<file path="config.mk">
export PLATFORM = sky130hd
export DESIGN_NAME = configs_loader
export DESIGN_NICKNAME = d
export VERILOG_FILES = /design/src/rtl/cfg_pkg.sv /design/src/rtl/cfg_onehot_dec.sv /design/src/rtl/configs_loader.sv
export SDC_FILE = /design/constraint.sdc
export NUM_CORES = 1
export LEC_CHECK = 0
export ABC_AREA = 1
export CAP_MARGIN = 40
export CORE_UTILIZATION = 35
export DETAILED_ROUTE_END_ITERATION = 6
export GPL_ROUTABILITY_DRIVEN = 0
export GPL_TIMING_DRIVEN = 0
export PLACE_DENSITY = 0.66
export SLEW_MARGIN = 20
export SYNTH_ARGS = -nofsm -noshare
export SYNTH_HDL_FRONTEND = slang
export SYNTH_SLANG_ARGS = --single-unit
</file>
<file path="constraint.sdc">
create_clock -name clk -period 2.96 [get_ports clk]
set_input_delay 0.592 -clock clk [delete_from_list [all_inputs] [get_ports clk]]
set_output_delay 0.592 -clock clk [all_outputs]
set_load 0.03 [all_outputs]
</file>
<file path="src/rtl/cfg_pkg.sv">
// -----------------------------------------------------------------------------
// cfg_pkg
//   Shared constants and the sequencer state type for the config latch bank
//   loader. The latch bank holds NUM_WORDS slots of WORD_W bits each
//   (14 x 32 = 448 config bits).
// -----------------------------------------------------------------------------
package cfg_pkg;

  localparam int WORD_W     = 32;
  localparam int NUM_WORDS  = 14;
  localparam int ADDR_W     = $clog2(NUM_WORDS);
  localparam int STROBE_CYC = 2;

  // Per-word sequence: WAIT (handshake) -> SETUP -> STROBE x STROBE_CYC -> HOLD.
  typedef enum logic [2:0] {
    IDLE   = 3'd0,
    WAIT   = 3'd1,
    SETUP  = 3'd2,
    STROBE = 3'd3,
    HOLD   = 3'd4,
    DONE   = 3'd5
  } state_t;

endpackage

</file>
<file path="src/rtl/cfg_onehot_dec.sv">
// -----------------------------------------------------------------------------
// cfg_onehot_dec
//   Gated binary-to-one-hot decoder for latch slot selection.
//   Ports:
//     addr    in   ADDR_W     slot index
//     gate    in   1          when low the output is all zeros
//     onehot  out  NUM_WORDS  bit addr set when gate is high and addr is in range
//   Indices >= NUM_WORDS decode to all zeros, so a bad index can never open
//   a latch.
// -----------------------------------------------------------------------------
module cfg_onehot_dec #(
  parameter int ADDR_W    = cfg_pkg::ADDR_W,
  parameter int NUM_WORDS = cfg_pkg::NUM_WORDS
) (
  input  logic [ADDR_W-1:0]    addr,
  input  logic                 gate,
  output logic [NUM_WORDS-1:0] onehot
);

  always_comb begin
    onehot = '0;
    for (int i = 0; i < NUM_WORDS; i++) begin
      if (gate && (addr == ADDR_W'(i))) begin
        onehot[i] = 1'b1;
      end
    end
  end

endmodule

</file>
<file path="src/rtl/configs_loader.sv">
// -----------------------------------------------------------------------------
// configs_loader
//   Sequencer for the transparent config latch bank. Takes config words from
//   a valid/ready stream, places each on the shared bank data bus and pulses
//   the matching slot enable with a SETUP cycle before and a HOLD cycle after
//   the strobe, so every latch closes on stable data.
//   Ports:
//     clk            in   1          rising-edge clock
//     reset          in   1          synchronous, active-high
//     io_start       in   1          begin a load (honoured only in IDLE)
//     io_start_addr  in   ADDR_W     first slot; load runs start_addr..NUM_WORDS-1
//     io_in_valid    in   1          config word available
//     io_in_ready    out  1          word accepted this cycle (WAIT only)
//     io_in_bits     in   WORD_W     config word
//     io_d_out       out  WORD_W     latch bank data bus
//     io_configs_en  out  NUM_WORDS  latch bank enables, at most one high
//     io_busy        out  1          sequence in progress
//     io_done        out  1          one-cycle pulse after the last HOLD
//     io_err         out  1          sticky bad start address flag
//   Every output is a register; nothing combinational reaches the bank.
// -----------------------------------------------------------------------------
module configs_loader #(
  parameter int WORD_W     = cfg_pkg::WORD_W,
  parameter int NUM_WORDS  = cfg_pkg::NUM_WORDS,
  parameter int STROBE_CYC = cfg_pkg::STROBE_CYC,
  parameter int ADDR_W     = cfg_pkg::ADDR_W
) (
  input  logic                 clk,
  input  logic                 reset,
  input  logic                 io_start,
  input  logic [ADDR_W-1:0]    io_start_addr,
  input  logic                 io_in_valid,
  output logic                 io_in_ready,
  input  logic [WORD_W-1:0]    io_in_bits,
  output logic [WORD_W-1:0]    io_d_out,
  output logic [NUM_WORDS-1:0] io_configs_en,
  output logic                 io_busy,
  output logic                 io_done,
  output logic                 io_err
);

  import cfg_pkg::*;

  localparam int                TMR_W      = $clog2(STROBE_CYC + 1);
  localparam logic [TMR_W-1:0]  TMR_LOAD   = TMR_W'(STROBE_CYC);
  localparam logic [TMR_W-1:0]  TMR_LAST   = TMR_W'(1);
  localparam logic [ADDR_W-1:0] LAST_SLOT  = ADDR_W'(NUM_WORDS - 1);
  // One extra bit so the range check stays correct if NUM_WORDS == 2**ADDR_W.
  localparam logic [ADDR_W:0]   SLOT_LIMIT = (ADDR_W + 1)'(NUM_WORDS);

  state_t                state;
  logic [ADDR_W-1:0]     slot;
  logic [TMR_W-1:0]      tmr;
  logic [NUM_WORDS-1:0]  slot_onehot;
  logic                  addr_ok;

  assign addr_ok = ({1'b0, io_start_addr} < SLOT_LIMIT);

  // Decoded enable is only consumed on the SETUP -> STROBE edge; gating it
  // by SETUP keeps the decoder output zero everywhere else.
  cfg_onehot_dec #(
    .ADDR_W    (ADDR_W),
    .NUM_WORDS (NUM_WORDS)
  ) u_slot_dec (
    .addr   (slot),
    .gate   (state == SETUP),
    .onehot (slot_onehot)
  );

  // Outputs are assigned on the edge that enters each state, so the
  // registered value always matches the state being occupied.
  always_ff @(posedge clk) begin
    if (reset) begin
      state         <= IDLE;
      slot          <= '0;
      tmr           <= '0;
      io_d_out      <= '0;
      io_configs_en <= '0;
      io_in_ready   <= 1'b0;
      io_busy       <= 1'b0;
      io_done       <= 1'b0;
      io_err        <= 1'b0;
    end else begin
      io_done <= 1'b0;
      unique case (state)
        IDLE: begin
          if (io_start) begin
            if (addr_ok) begin
              slot        <= io_start_addr;
              io_err      <= 1'b0;
              io_in_ready <= 1'b1;
              io_busy     <= 1'b1;
              state       <= WAIT;
            end else begin
              // Bad address: flag it and stay put; no enable is ever raised.
              io_err <= 1'b1;
            end
          end
        end

        WAIT: begin
          // The bus only changes here, and no enable is high in WAIT.
          if (io_in_valid && io_in_ready) begin
            io_d_out    <= io_in_bits;
            io_in_ready <= 1'b0;
            state       <= SETUP;
          end
        end

        SETUP: begin
          tmr           <= TMR_LOAD;
          io_configs_en <= slot_onehot;
          state         <= STROBE;
        end

        STROBE: begin
          tmr <= tmr - TMR_LAST;
          if (tmr == TMR_LAST) begin
            io_configs_en <= '0;
            state         <= HOLD;
          end
        end

        HOLD: begin
          // Slot stops at the last index rather than wrapping.
          if (slot == LAST_SLOT) begin
            io_done <= 1'b1;
            state   <= DONE;
          end else begin
            slot        <= slot + ADDR_W'(1);
            io_in_ready <= 1'b1;
            state       <= WAIT;
          end
        end

        DONE: begin
          io_busy <= 1'b0;
          state   <= IDLE;
        end

        default: begin
          io_configs_en <= '0;
          io_in_ready   <= 1'b0;
          io_busy       <= 1'b0;
          state         <= IDLE;
        end
      endcase
    end
  end

  // Bank-side safety properties.
  a_en_onehot0 : assert property (@(posedge clk) $onehot0(io_configs_en));
  a_bus_stable : assert property (@(posedge clk) disable iff (reset)
                                  (|io_configs_en) |-> $stable(io_d_out));

endmodule

</file>
==> flow_summary.ini <==
[outcome]
status = finished, final reports clean

[place]
port_buffers = 89
dp_hpwl_um = 4460

[worst_setup_path]
r2r_setup_slack_ns = 1.49
end_kind = output pin
worstReg2RegEnd = slot[0]
worst_path_max_delay_cell = clkdlybuf4s50_1
path_buf_inv = 1
crit_required_ns = 2.37
path_cells = clkdlybuf4s50_1
critPathMaxFanout = 4
slowest_delay_ns = 0.71
cp_top_family = buffers and inverters
rr_startpoint = slot[0]
startpoint_type = register
reg2reg_depth = 8
worstSetupPathType = reg2out
critPathLaunch = io_in_ready
cp_data_arrival_time_ns = 1.44

[cts]
cts_hold_buf = 0
post_cts_buffers = 0
cts_num_sinks = 59
h-tree-depth = 3
clk_pin_slew_ns = 0.07
cts_resized = 0
clockRootBuffer = clkbuf_8
clockBufferDepth = 2
clock_latency_ns = 0.34
cts_buffers = 9
cts_tree = yes

[floorplan]
initial_core_util_pct = 36.0
io_pins = 90
core_area_um2 = 6760
fp-row-count = 30
die_area_um2 = 7290
die_w_um = 85.4
die_h_um = 85.4

[pwr]
p_per_area_nw_per_um2 = 736
leakagePower_nw = 1.51
ir_worst_vdd_uv = 356

[global_routing]
grt_max_degree = 11
grt_pass1_wl_um = 10500
antenna_found_initial = 0
grt_use_met3_pct = 8.66
grt-busiest-layer = met2
grt-ovfl-total = 0
grt_usage_pct = 18.2
grt_pass1_vias = 2350
grtUsageMet1_pct = 22.3
grt_use_met2_pct = 28.2

[cells_and_area]
utilization_pct = 53.6
final_nets = 471
antenna_cells = 0
drive_gt1_share_pct = 9.28
syn_to_final_growth_pct = 48.7

[timing]
setup_viol = 0
tns_ns = 0
finalCritPeriodShare_pct = 68.6
fin_worst_skew_ns = 0.00568
hold_viol_final = 0
post-route-min-period_ns = 2.03
slew_viol_final = 0
relSlewSlack_pct = 66.2
rsz0062_at_grt = false
fmax_ghz = 0.492
worst_pin_slew_ns = 0.507

[worst_hold_path]
hold-path-cell-count = 2
hp-start = io_configs_en[6]
worstHoldEndpoint = io_configs_en[6]
hold_path_class = reg2reg

[synth]
synthSimpleGateAreaFrac_pct = 29.7
synthDistinctLibCells = 28
ys_seq_area_share_pct = 48.5
netlist_area_um2 = 2430
syn-instance-count = 326
ys_ff_latch = 59
synth_top_family_by_area = simple AND/OR/NAND/NOR gates
synthMuxAreaShare_pct = 0
synth_top_area_cell = dfxtp_1
synthAdderAreaFrac_pct = 2.57
synth-compound-area-share_pct = 12.2
synthTopCellsByArea = dfxtp_1, nor2_1, nand2_1
yosysTopAreaCellShare_pct = 48.5
synth_warnings = 0
syn-num-nets = 371
synth-xor-area-share_pct = 0.360
syn_area_per_cell_um2 = 7.46

[run]
cap_violations = 0

[detailed_routing]
vias = 2361
drt_iter0_markers = 143
drc = 0
dr.pass1.iters = 4
via_per_inst = 4.62
wl_per_cell_um = 11.8
wl_um = 6020
ant_nets = 0
-- kinds of logic (layout without fill, tap and decap cells) --
logic type | Yosys count | in the layout
AO/OA/AOI/OAI | 56 | 56
adder cells (fa/ha/maj) | 5 | 5
AND/OR/NAND/NOR | 172 | 172
buffers and inverters | 33 | 138
flip-flops | 59 | 59
XOR/XNOR | 1 | 1
-- cells in the final DEF, fill, tap and decap left out, types with 2 or more instances in the layout --
cell	n
nor2_1	93
nand4_1	4
buf_6	4
clkdlybuf4s50_1	89
o21ai_0	25
nor3_1	2
a21oi_1	13
clkbuf_8	10
nor2_4	2
nand2_2	6
nor2_2	3
buf_1	2
clkbuf_1	5
ha_1	5
inv_1	15
inv_2	5
o21ai_1	11
clkinvlp_4	2
nand2_1	49
dfxtp_1	59
clkbuf_2	2
nand3_1	10
a211oi_1	3
a22oi_1	3
-- report_power, final --
group / leakage (nW) / switching, mW / total (mW) / internal, mW
sequential: 0.479 / 0.0979 / 1.00 / 0.906
clock: 0.0926 / 0.319 / 0.730 / 0.411
combinational: 0.938 / 0.566 / 0.931 / 0.364
-- worst register-to-register path: stages, from the launching register on --
cell and delay [ns]:
dfxtp_1 0.43, ha_1 0.26, nand3_1 0.12, nor2_1 0.20
nor2_2 0.08, nand2_2 0.11, inv_2 0.04, nor2_1 0.08
nor2_1 0.05
-- sequential cells by signal, summed over array words and instances, names as in the netlist --
register / count
io_done: 1
io_busy: 1
io_err: 1
tmr: 2
io_configs_en: 14
slot: 4
io_in_ready: 1
state: 3
io_d_out: 32
-- cells in the mapped netlist (all sizes together) --
library cell   n
nor3           2
ha             5
nand3b         1
a211oi         3
nand4          4
and2           1
nand2         56
nor2          98
dfxtp         59
buf            8
clkbuf         5
o21ai         36
nand3         10
a22oi          3
inv           20
a21oi         13
a31oi          1
xnor2          1
-- routing by layer --
layer  vias to the layer above  routed length (µm)
met5                         -                   0
met3                         9                 557
met2                        70                2610
li1                       1250                   -
met1                      1032                2770
met4                         0                  88
-- area by class of cell --
| type | count | area [µm²] |
|---|---|---|
| plain buffers | 13 | 86.3 |
| clock buffers | 12 | 145 |
| clock inverters | 4 | 50.0 |
| fillers | 659 | 3140 |
| inverters | 20 | 75.1 |
| multi-input cells | 234 | 1090 |
| flip-flops and latches | 59 | 1180 |
| well taps | 80 | 100 |
| repair buffers | 89 | 891 |
-- worst max path at each step --
stage	endpoint	cells after the start
after global routing	io_in_ready	1
after detailed placement	io_configs_en[5]	4
after global placement	io_done	4
after CTS	io_in_ready	1
final	io_in_ready	1
after floorplan	io_configs_en[0]	3
-- metrics by stage --
step           hold slack [ns]  setup WS, ns  std cells  power, mW  area [µm²]
4_1_cts                  0.461         0.902        511       2.69        3620
3_5_place_dp             0.452         0.863        495       1.95        3420
6_report                 0.459         0.929        511       2.66        3620
3_3_place_gp             0.449         0.875        495       1.94        3420
2_1_floorplan            0.443          1.62        326       1.63        2430
5_1_grt                  0.470         0.869        511       2.85        3620
No activity file was read; power rests on OpenSTA's default activity.
